## src/rtl/mmio_io_responder.sv

```systemverilog
// Memory-mapped IO responder: LED register, debounced switch input channel,
// valid/ready output channel toward the display driver, and a cycle counter.
module mmio_io_responder #(
    parameter int DEBOUNCE_CYCLES = 100000
) (
    input  logic        clk,
    input  logic        rst,
    input  logic [7:0]  io_addr,
    input  logic [31:0] io_dout,
    input  logic        io_we,
    input  logic        io_rd,
    output logic [31:0] io_din,
    input  logic [15:0] sw,
    input  logic        btn,
    output logic [15:0] led,
    output logic [31:0] seg_data,
    output logic        seg_valid,
    input  logic        seg_ready
);

    localparam logic [7:0] ADDR_LED        = 8'h00;
    localparam logic [7:0] ADDR_IN_STATUS  = 8'h04;
    localparam logic [7:0] ADDR_IN_DATA    = 8'h08;
    localparam logic [7:0] ADDR_OUT_STATUS = 8'h0C;
    localparam logic [7:0] ADDR_OUT_DATA   = 8'h10;
    localparam logic [7:0] ADDR_CYCLE      = 8'h14;

    localparam logic [19:0] DB_LIMIT = 20'(DEBOUNCE_CYCLES);

    logic [15:0] sw_meta;
    logic [15:0] sw_sync;
    logic        btn_meta;
    logic        btn_sync;
    logic [19:0] db_cnt;
    logic        btn_db;
    logic        btn_db_q;

    logic [15:0] in_data;
    logic        in_valid;
    logic        in_overrun;
    logic        out_drop;
    logic [31:0] cycle_cnt;

    logic wr_led;
    logic wr_in_status;
    logic wr_out_status;
    logic wr_out_data;
    logic pop;
    logic btn_rise;
    logic slot_free;
    logic handshake;

    assign wr_led        = io_we && (io_addr == ADDR_LED);
    assign wr_in_status  = io_we && (io_addr == ADDR_IN_STATUS);
    assign wr_out_status = io_we && (io_addr == ADDR_OUT_STATUS);
    assign wr_out_data   = io_we && (io_addr == ADDR_OUT_DATA);
    assign pop           = io_rd && (io_addr == ADDR_IN_DATA);

    assign btn_rise  = btn_db & ~btn_db_q;
    assign handshake = seg_valid & seg_ready;
    assign slot_free = ~seg_valid | seg_ready;

    // Synchronizers and debouncer; btn_db only moves after DB_LIMIT stable cycles
    always_ff @(posedge clk) begin
        if (rst) begin
            sw_meta  <= '0;
            sw_sync  <= '0;
            btn_meta <= 1'b0;
            btn_sync <= 1'b0;
            db_cnt   <= '0;
            btn_db   <= 1'b0;
            btn_db_q <= 1'b0;
        end else begin
            sw_meta  <= sw;
            sw_sync  <= sw_meta;
            btn_meta <= btn;
            btn_sync <= btn_meta;
            btn_db_q <= btn_db;
            if (btn_sync == btn_db) begin
                db_cnt <= '0;
            end else if (db_cnt + 20'd1 == DB_LIMIT) begin
                btn_db <= ~btn_db;
                db_cnt <= '0;
            end else begin
                db_cnt <= db_cnt + 20'd1;
            end
        end
    end

    // A capture coinciding with a pop refills the slot rather than overrunning
    always_ff @(posedge clk) begin
        if (rst) begin
            in_data    <= '0;
            in_valid   <= 1'b0;
            in_overrun <= 1'b0;
        end else begin
            if (btn_rise && (!in_valid || pop)) begin
                in_data  <= sw_sync;
                in_valid <= 1'b1;
            end else if (pop) begin
                in_valid <= 1'b0;
            end

            if (btn_rise && in_valid && !pop) begin
                in_overrun <= 1'b1;
            end else if (wr_in_status && io_dout[1]) begin
                in_overrun <= 1'b0;
            end
        end
    end

    // Output slot: a write is accepted when empty or draining on this same edge
    always_ff @(posedge clk) begin
        if (rst) begin
            seg_data  <= '0;
            seg_valid <= 1'b0;
            out_drop  <= 1'b0;
        end else begin
            if (wr_out_data) begin
                if (slot_free) begin
                    seg_data  <= io_dout;
                    seg_valid <= 1'b1;
                end else begin
                    out_drop <= 1'b1;
                end
            end else if (handshake) begin
                seg_valid <= 1'b0;
            end

            if (wr_out_status && io_dout[1]) begin
                out_drop <= 1'b0;
            end
        end
    end

    always_ff @(posedge clk) begin
        if (rst) begin
            led       <= '0;
            cycle_cnt <= '0;
        end else begin
            cycle_cnt <= cycle_cnt + 32'd1;
            if (wr_led) begin
                led <= io_dout[15:0];
            end
        end
    end

    // Read data is purely combinational so the CPU captures it on the same edge
    always_comb begin
        io_din = '0;
        case (io_addr)
            ADDR_LED:        io_din = {16'b0, led};
            ADDR_IN_STATUS:  io_din = {30'b0, in_overrun, in_valid};
            ADDR_IN_DATA:    io_din = {16'b0, in_data};
            ADDR_OUT_STATUS: io_din = {30'b0, out_drop, ~seg_valid};
            ADDR_OUT_DATA:   io_din = seg_data;
            ADDR_CYCLE:      io_din = cycle_cnt;
            default:         io_din = '0;
        endcase
    end

endmodule

```

## config.mk

```make
export PLATFORM = sky130hd
export DESIGN_NAME = mmio_io_responder
export DESIGN_NICKNAME = d
export VERILOG_FILES = /design/src/rtl/mmio_io_responder.sv
export SDC_FILE = /design/constraint.sdc
export NUM_CORES = 1
export LEC_CHECK = 0
export ABC_CLOCK_PERIOD_IN_PS = 8600
export BUFFER_PORTS_ARGS = -buffer_cell sky130_fd_sc_hd__buf_2
export CAP_MARGIN = 15
export CORE_UTILIZATION = 40
export CTS_CLUSTER_DIAMETER = 60
export DETAILED_ROUTE_END_ITERATION = 8
export GPL_ROUTABILITY_DRIVEN = 0
export PLACE_DENSITY_LB_ADDON = 0.25
export SYNTH_ARGS = -nofsm -noshare
export SYNTH_HDL_FRONTEND = slang
export SYNTH_SLANG_ARGS = --single-unit
```

## constraint.sdc

```tcl
create_clock -name clk -period 8.6 [get_ports clk]
set_clock_uncertainty 0.15 [all_clocks]
set_input_delay 0.43 -clock clk [delete_from_list [all_inputs] [get_ports clk]]
set_output_delay 0.43 -clock clk [all_outputs]
set_load 0.02 [all_outputs]
```

==> impl_metrics.ini, run 1 <==
[finish]
layout.cells.non_filler = 1031
finalInstanceArea_mm2 = 0.00797
area_delta_synth_final_pct = 24.6
drive_gt1_share_pct = 24.3
nets = 872
n_antenna_cell = 0
fin_util_pct = 51.7

[pwr]
power.internal_mw = 1.30
vdd_ir_drop_max_mv = 0.125
power_density_mw_per_mm2 = 203
seq_power_share_pct = 45.3
power.net_switching_mw = 0.318
cellLeakagePower_nw = 3.61
clkPwrFrac_pct = 52.2
pwr-share-comb_pct = 2.5
power_switching_share_pct = 19.6

[logic_synthesis]
synthXorXnorAreaFrac_pct = 6.02
synth_adder_area_share_pct = 0.587
ys_types = 53
mappedNetlistArea_mm2 = 0.00640
synth_area_in_compound_gates_pct = 7.51
synth.top_cells.by_count = sky130_fd_sc_hd__dfxtp_1 (156), sky130_fd_sc_hd__nor2_1 (119), sky130_fd_sc_hd__mux2i_1 (67)
yosysSeqAreaShare_pct = 48.8
synth-async-reset-ratio_pct = 0
synth-edff-count = 0
synth-warning-count = 0
syn-num-nets = 741
synth_area_leaders = sky130_fd_sc_hd__dfxtp_1 (49%), sky130_fd_sc_hd__mux2i_1 (10%), sky130_fd_sc_hd__nor2_1 (7.0%)
syn_area_per_cell_um2 = 9.47
synthDominantAreaCellType = sky130_fd_sc_hd__dfxtp_1
syn-instance-count = 676
synth.mux.area_fraction_pct = 10.9
combinational_family_with_the_most_area_after_synthesis = simple AND/OR/NAND/NOR gates
yosys_most_used_dff = sky130_fd_sc_hd__dfxtp_1
yosysTopAreaCellShare_pct = 48.8
synth.ff_latch_count = 156
post-synth-top-count-cell = sky130_fd_sc_hd__dfxtp_1
synth_simple_gate_area_share_pct = 23.6

[worst_setup_path]
critical_path.max_fanout = 15
criticalPathCategory = input pin to primary output
worst_setup_path_start_kind = input pin
critical_path_required_ps = 8020
critPathArrivalTime_ps = 2810
timing.critical_path.to_type = primary output

[timing]
setup_viol = 0
min_period_over_period_pct = 39.5
hold_viol = 0
rsz0062_at_grt = no
finalMaxSlewViolations = 0
highest_clock_rate_mhz = 295
final.min_clock_period_ps = 3390
max_slew.worst_pin.slew_ps = 1070
summed_negative_setup_slack_over_all_endpoints_ps = 0
worst_case_headroom_to_the_max_slew_limit_pct = 28.0

[cts]
max-clock-path-buffers = 2
cts.htree.levels = 4
clkSinkCount = 156
numCtsBuffers = 17
path_clk_slew_ps = 60
clk_root_buffer_cell = sky130_fd_sc_hd__clkbuf_16
ctsHoldBuffers = 0
clock_insertion_delay_worst_skew_ps = 420
cts_tree = yes
postCtsSetupBuffers = 0
ctsResizeCount = 0

[place]
dp_hpwl_mm = 10.4
placement.cell_area_mm2 = 0.00729
placedCellCount = 999
place.port_buffers = 142

[global_route]
antenna_found_initial = 0
grt-ovfl-total = 0
grt_usage_pct = 19.0
largest_net_degree_at_the_start_of_global_routing = 102
grt_first_pass_wirelength_mm = 24.2
via_count_of_the_first_global_routing_pass = 4792

[die]
ios = 143
floorplan.rows = 45
fp.dieW_um = 128
dieArea_mm2 = 0.0165
fp.coreArea_mm2 = 0.0154
floorplan.initialDensity_pct = 41.5
die_y_um = 128

[run_status]
outcome = finished clean

[detailed_routing]
detailedRoute.firstIterationViolations = 334
drc = 0
antenna_nets_post_route = 0
postRouteWirelength_mm = 15.2
routed_via_density = 5.00
dr.pass1.iters = 9
avgRoutedWirePerCell_um = 14.7
num_vias = 5150

[min_path]
holdCritPathClass = input pin to register

[flow_run]
maxCapViolCount = 0
-- kinds of logic after synthesis --
kind of cell | count (synthesis)
adders and majority gates | 3
xor gates and xnor gates | 44
muxes | 69
DFF | 156
buffers and inverters | 42
AOI/OAI and AO/OA | 60
and+or+nand+nor | 302
-- registers in the layout (all words and copies together) (netlist names) --
register / flops
btn_db: 1
btn_db_q: 1
btn_meta: 1
btn_sync: 1
cycle_cnt: 32
db_cnt: 20
in_data: 16
in_overrun: 1
in_valid: 1
led: 16
out_drop: 1
seg_data: 32
seg_valid: 1
sw_meta: 16
sw_sync: 16
-- routing by layer --
metal	global-route usage, %	up-vias	wire [µm]
met5	0	-	0
met4	7.96	0	275
met3	5.11	23	783
met2	31.4	135	7190
met1	23.3	2397	6950
li1	-	2595	-
-- power groups by stage --
| stage | combinational [mW] | sequential (mW) | clock (mW) |
|---|---|---|---|
| 6_report | 0.0400 | 0.735 | 0.847 |
| 5_1_grt | 0.0441 | 0.736 | 0.893 |
| 4_1_cts | 0.0403 | 0.735 | 0.860 |
| 3_5_place_dp | 0.0401 | 0.751 | 0 |
| 3_3_place_gp | 0.0402 | 0.751 | 0 |
| 2_1_floorplan | 0.0197 | 0.750 | 0 |
-- worst paths after layout --
path	from	endpoint	slack, ps	cells after the start
max	io_addr[5]	io_din[8]	5210	7
min reg2reg	sw_meta[15]	sw_sync[15]	280	1
max reg2reg	db_cnt[2]	btn_db	5510	6
min	sw[13]	sw_meta[13]	60	2
-- worst max-delay path, cell delays in order --
cell and delay (ps):
sky130_fd_sc_hd__buf_2 100, sky130_fd_sc_hd__nor4_1 480, sky130_fd_sc_hd__or3b_2 550, sky130_fd_sc_hd__nor3_2 830
sky130_fd_sc_hd__nand2_1 140, sky130_fd_sc_hd__nand2_1 110, sky130_fd_sc_hd__buf_2 170
-- through the flow --
step                setup slack, ps  hold slack, ps  power, mW
floorplan                      5770             264      0.770
CTS                            5160            47.2       1.64
global route                   4990            50.1       1.67
finish                         5210            64.7       1.62
detailed placement             4840             270      0.791
global placement               4970             273      0.791
-- cells in the final DEF, fill, tap and decap left out, types with 7 or more instances in the layout --
master / count
sky130_fd_sc_hd__inv_1: 8
sky130_fd_sc_hd__dfxtp_1: 156
sky130_fd_sc_hd__a22o_1: 16
sky130_fd_sc_hd__nor3_1: 14
sky130_fd_sc_hd__xor2_1: 25
sky130_fd_sc_hd__nand2_1: 51
sky130_fd_sc_hd__a222oi_1: 14
sky130_fd_sc_hd__nand3_1: 26
sky130_fd_sc_hd__nor2b_1: 38
sky130_fd_sc_hd__buf_2: 141
sky130_fd_sc_hd__mux2i_1: 67
sky130_fd_sc_hd__a21oi_1: 10
sky130_fd_sc_hd__nand4_1: 9
sky130_fd_sc_hd__and4_1: 7
sky130_fd_sc_hd__xnor2_1: 19
sky130_fd_sc_hd__clkbuf_16: 17
sky130_fd_sc_hd__nor2_1: 117
-- area by class of cell --
cell class,instances,area [µm²]
tap,211,264
sequential,156,3120
clock inverter,9,181
timing repair buffer,146,743
multi-input combinational,478,3130
clock buffer,23,498
fill,1504,7450
inverter,8,30.0
Power figures use the tool's default switching activity.
==> run 2: changes to the inputs <==
--- a/config.mk
+++ b/config.mk
@@ -5,7 +5,7 @@
 export SDC_FILE = /design/constraint.sdc
 export NUM_CORES = 1
 export LEC_CHECK = 0
-export ABC_CLOCK_PERIOD_IN_PS = 8600
+export ABC_CLOCK_PERIOD_IN_PS = 3000
 export BUFFER_PORTS_ARGS = -buffer_cell sky130_fd_sc_hd__buf_2
 export CAP_MARGIN = 15
 export CORE_UTILIZATION = 40
==> constraint.sdc (replaced) <==
create_clock -name clk -period 3 [get_ports clk]
set_clock_uncertainty 0.15 [all_clocks]
set_input_delay 0.15 -clock clk [delete_from_list [all_inputs] [get_ports clk]]
set_output_delay 0.15 -clock clk [all_outputs]
set_load 0.02 [all_outputs]
==> run 2 against run 1 <==
Final cell count up 5.8%. Critical path depth unchanged. First-iteration DRC count up 2.4%. Clock power rose to 2.9 times the previous value.
==> impl_metrics.ini, run 2 (synthesis gave the netlist of run 1 again) <==
[die]
ios = 143
floorplan.initialDensity_pct = 41.5
dieArea_mm2 = 0.0165
floorplan.rows = 45
die_y_um = 128
fp.dieW_um = 128
fp.coreArea_mm2 = 0.0154

[detailed_routing]
postRouteWirelength_mm = 15.5
num_vias = 5359
antenna_nets_post_route = 0
avgRoutedWirePerCell_um = 14.2
dr.pass1.iters = 5
drc = 0
detailedRoute.firstIterationViolations = 342
routed_via_density = 4.91

[global_route]
largest_net_degree_at_the_start_of_global_routing = 137
grt_usage_pct = 19.4
antenna_found_initial = 0
global_route_met1_usage_pct = 24.6
busiest_layer = met2
grt_first_pass_wirelength_mm = 25.1
grt.met3_usage_pct = 4.57
grt-ovfl-total = 0
via_count_of_the_first_global_routing_pass = 5156
grt.met2_usage_pct = 32.1

[timing]
final_critical_path_setup_slack_ps = 266
min_period_over_period_pct = 91.1
setup_viol = 0
summed_negative_setup_slack_over_all_endpoints_ps = 0
worst_hold_slack_ps = 33.6
worst_case_headroom_to_the_max_slew_limit_pct = 46.2
final.min_clock_period_ps = 2730
finalMaxSlewViolations = 0
hold_viol = 0
rsz0062_at_grt = no
highest_clock_rate_mhz = 366
max_slew.worst_pin.slew_ps = 807

[finish]
area_delta_synth_final_pct = 33.8
most_common_cell_after_layout_fill_and_taps_aside = sky130_fd_sc_hd__dfxtp_1
nets = 932
drive_gt1_share_pct = 23.3
most_frequent_cells_in_the_layout = sky130_fd_sc_hd__dfxtp_1 (156), sky130_fd_sc_hd__buf_2 (141), sky130_fd_sc_hd__nor2_1 (117)
final.fill_count = 1417
layout.cells.non_filler = 1091
n_antenna_cell = 0
top_flop_regs = cycle_cnt (32), seg_data (32), db_cnt (20)

[cts]
postCtsSetupBuffers = 0
cts_tree = yes
clk_root_buffer_cell = sky130_fd_sc_hd__clkbuf_16
clkSinkCount = 156
max-clock-path-buffers = 2
path_clk_slew_ps = 60
numCtsBuffers = 17
clock_insertion_delay_worst_skew_ps = 420
cts.htree.levels = 4
ctsResizeCount = 0

[place]
placedCellCount = 1006
place.port_buffers = 142
dpl_worst_slack_ps = 269
dp_hpwl_mm = 10.1

[pwr]
power.total_mw = 4.70
power_density_mw_per_mm2 = 548
vdd_ir_drop_max_mv = 0.403
cellLeakagePower_nw = 3.88

[min_path]
holdCritPathClass = input pin to register

[worst_setup_path]
worst_setup_path_start_kind = register
crit_path_cell_trace = ha_1 -> nand3_2 -> or4_1 -> mux2_2 -> o211ai_2 -> nor4_4 -> mux2_4
timing.critical_path.to_type = register
timing.critical_path.buf_inv = 0
criticalPathCategory = register to register
critical_path.max_fanout = 6
crit_path_max_incr_delay_ps = 570
critical_path_required_ps = 3160
critPathArrivalTime_ps = 2890
reg2reg_setup_slack_ps = 270
slowest_stage = sky130_fd_sc_hd__or4_1
critical-path-top-delay-family = simple AND/OR/NAND/NOR gates

[run_status]
outcome = finished clean

[flow_run]
maxCapViolCount = 0
-- run 2: changes by cell type in the layout (fill, tap and decap cells not counted) --
cell,change
sky130_fd_sc_hd__bufinv_16,+1
sky130_fd_sc_hd__clkbuf_8,-3
sky130_fd_sc_hd__buf_12,+1
sky130_fd_sc_hd__clkinv_2,+2
sky130_fd_sc_hd__buf_4,+6
sky130_fd_sc_hd__dlygate4sd3_1,+53
sky130_fd_sc_hd__clkinvlp_4,-1
sky130_fd_sc_hd__clkbuf_1,+1
-- run 2: path summary, 6_finish.rpt --
check | startpoint | cells past startpoint | end
worst max-delay path | db_cnt[0] | 7 | btn_db
worst min-delay path | seg_ready | 4 | out_drop
worst max register to register | db_cnt[0] | 7 | btn_db
worst min register to register | sw_meta[11] | 1 | sw_sync[11]
-- run 2: timing repair --
action / CTS / global route
hold endpoints to repair: 69 / 0
setup endpoints to repair: 0 / 0
hold buffers: 53 / 0
-- run 2: where the power goes --
part	total, mW	leakage [nW]	internal, mW	switching, mW
Combinational	0.170	2.29	0.0974	0.0725
Clock	2.42	0.323	1.60	0.815
Sequential	2.11	1.26	2.10	0.0113
Total	4.70	3.88	3.80	0.898
-- run 2: per-layer routing --
| layer | part of all wire (%) | up-vias |
|---|---|---|
| li1 | - | 2718 |
| met1 | 47 | 2494 |
| met2 | 47 | 129 |
| met3 | 4.5 | 18 |
| met4 | 1.3 | 0 |
| met5 | 0 | - |
-- run 2: layout make-up --
type / instances / area [µm²] / area share, %
multi-input cells: 478 / 3130 / 36.6
flip-flops and latches: 156 / 3120 / 36.5
repair buffers: 206 / 1340 / 15.6
clock buffers: 21 / 460 / 5.38
well taps: 211 / 264 / 3.08
clock inverters: 11 / 214 / 2.50
inverters: 8 / 30.0 / 0.351
-- run 2: worst register-to-register path, stage by stage (launching register included) --
cell	delay, ps
sky130_fd_sc_hd__dfxtp_1	420
sky130_fd_sc_hd__ha_1	290
sky130_fd_sc_hd__nand3_2	180
sky130_fd_sc_hd__or4_1	580
sky130_fd_sc_hd__mux2_2	260
sky130_fd_sc_hd__o211ai_2	110
sky130_fd_sc_hd__nor4_4	320
sky130_fd_sc_hd__mux2_4	320
-- run 2: stage by stage --
stage               util, %  area, µm²
global route           55.5       8560
global placement       47.7       7360
finish                 55.5       8560
CTS                    55.5       8560
detailed placement     47.7       7360
floorplan                 -       6400
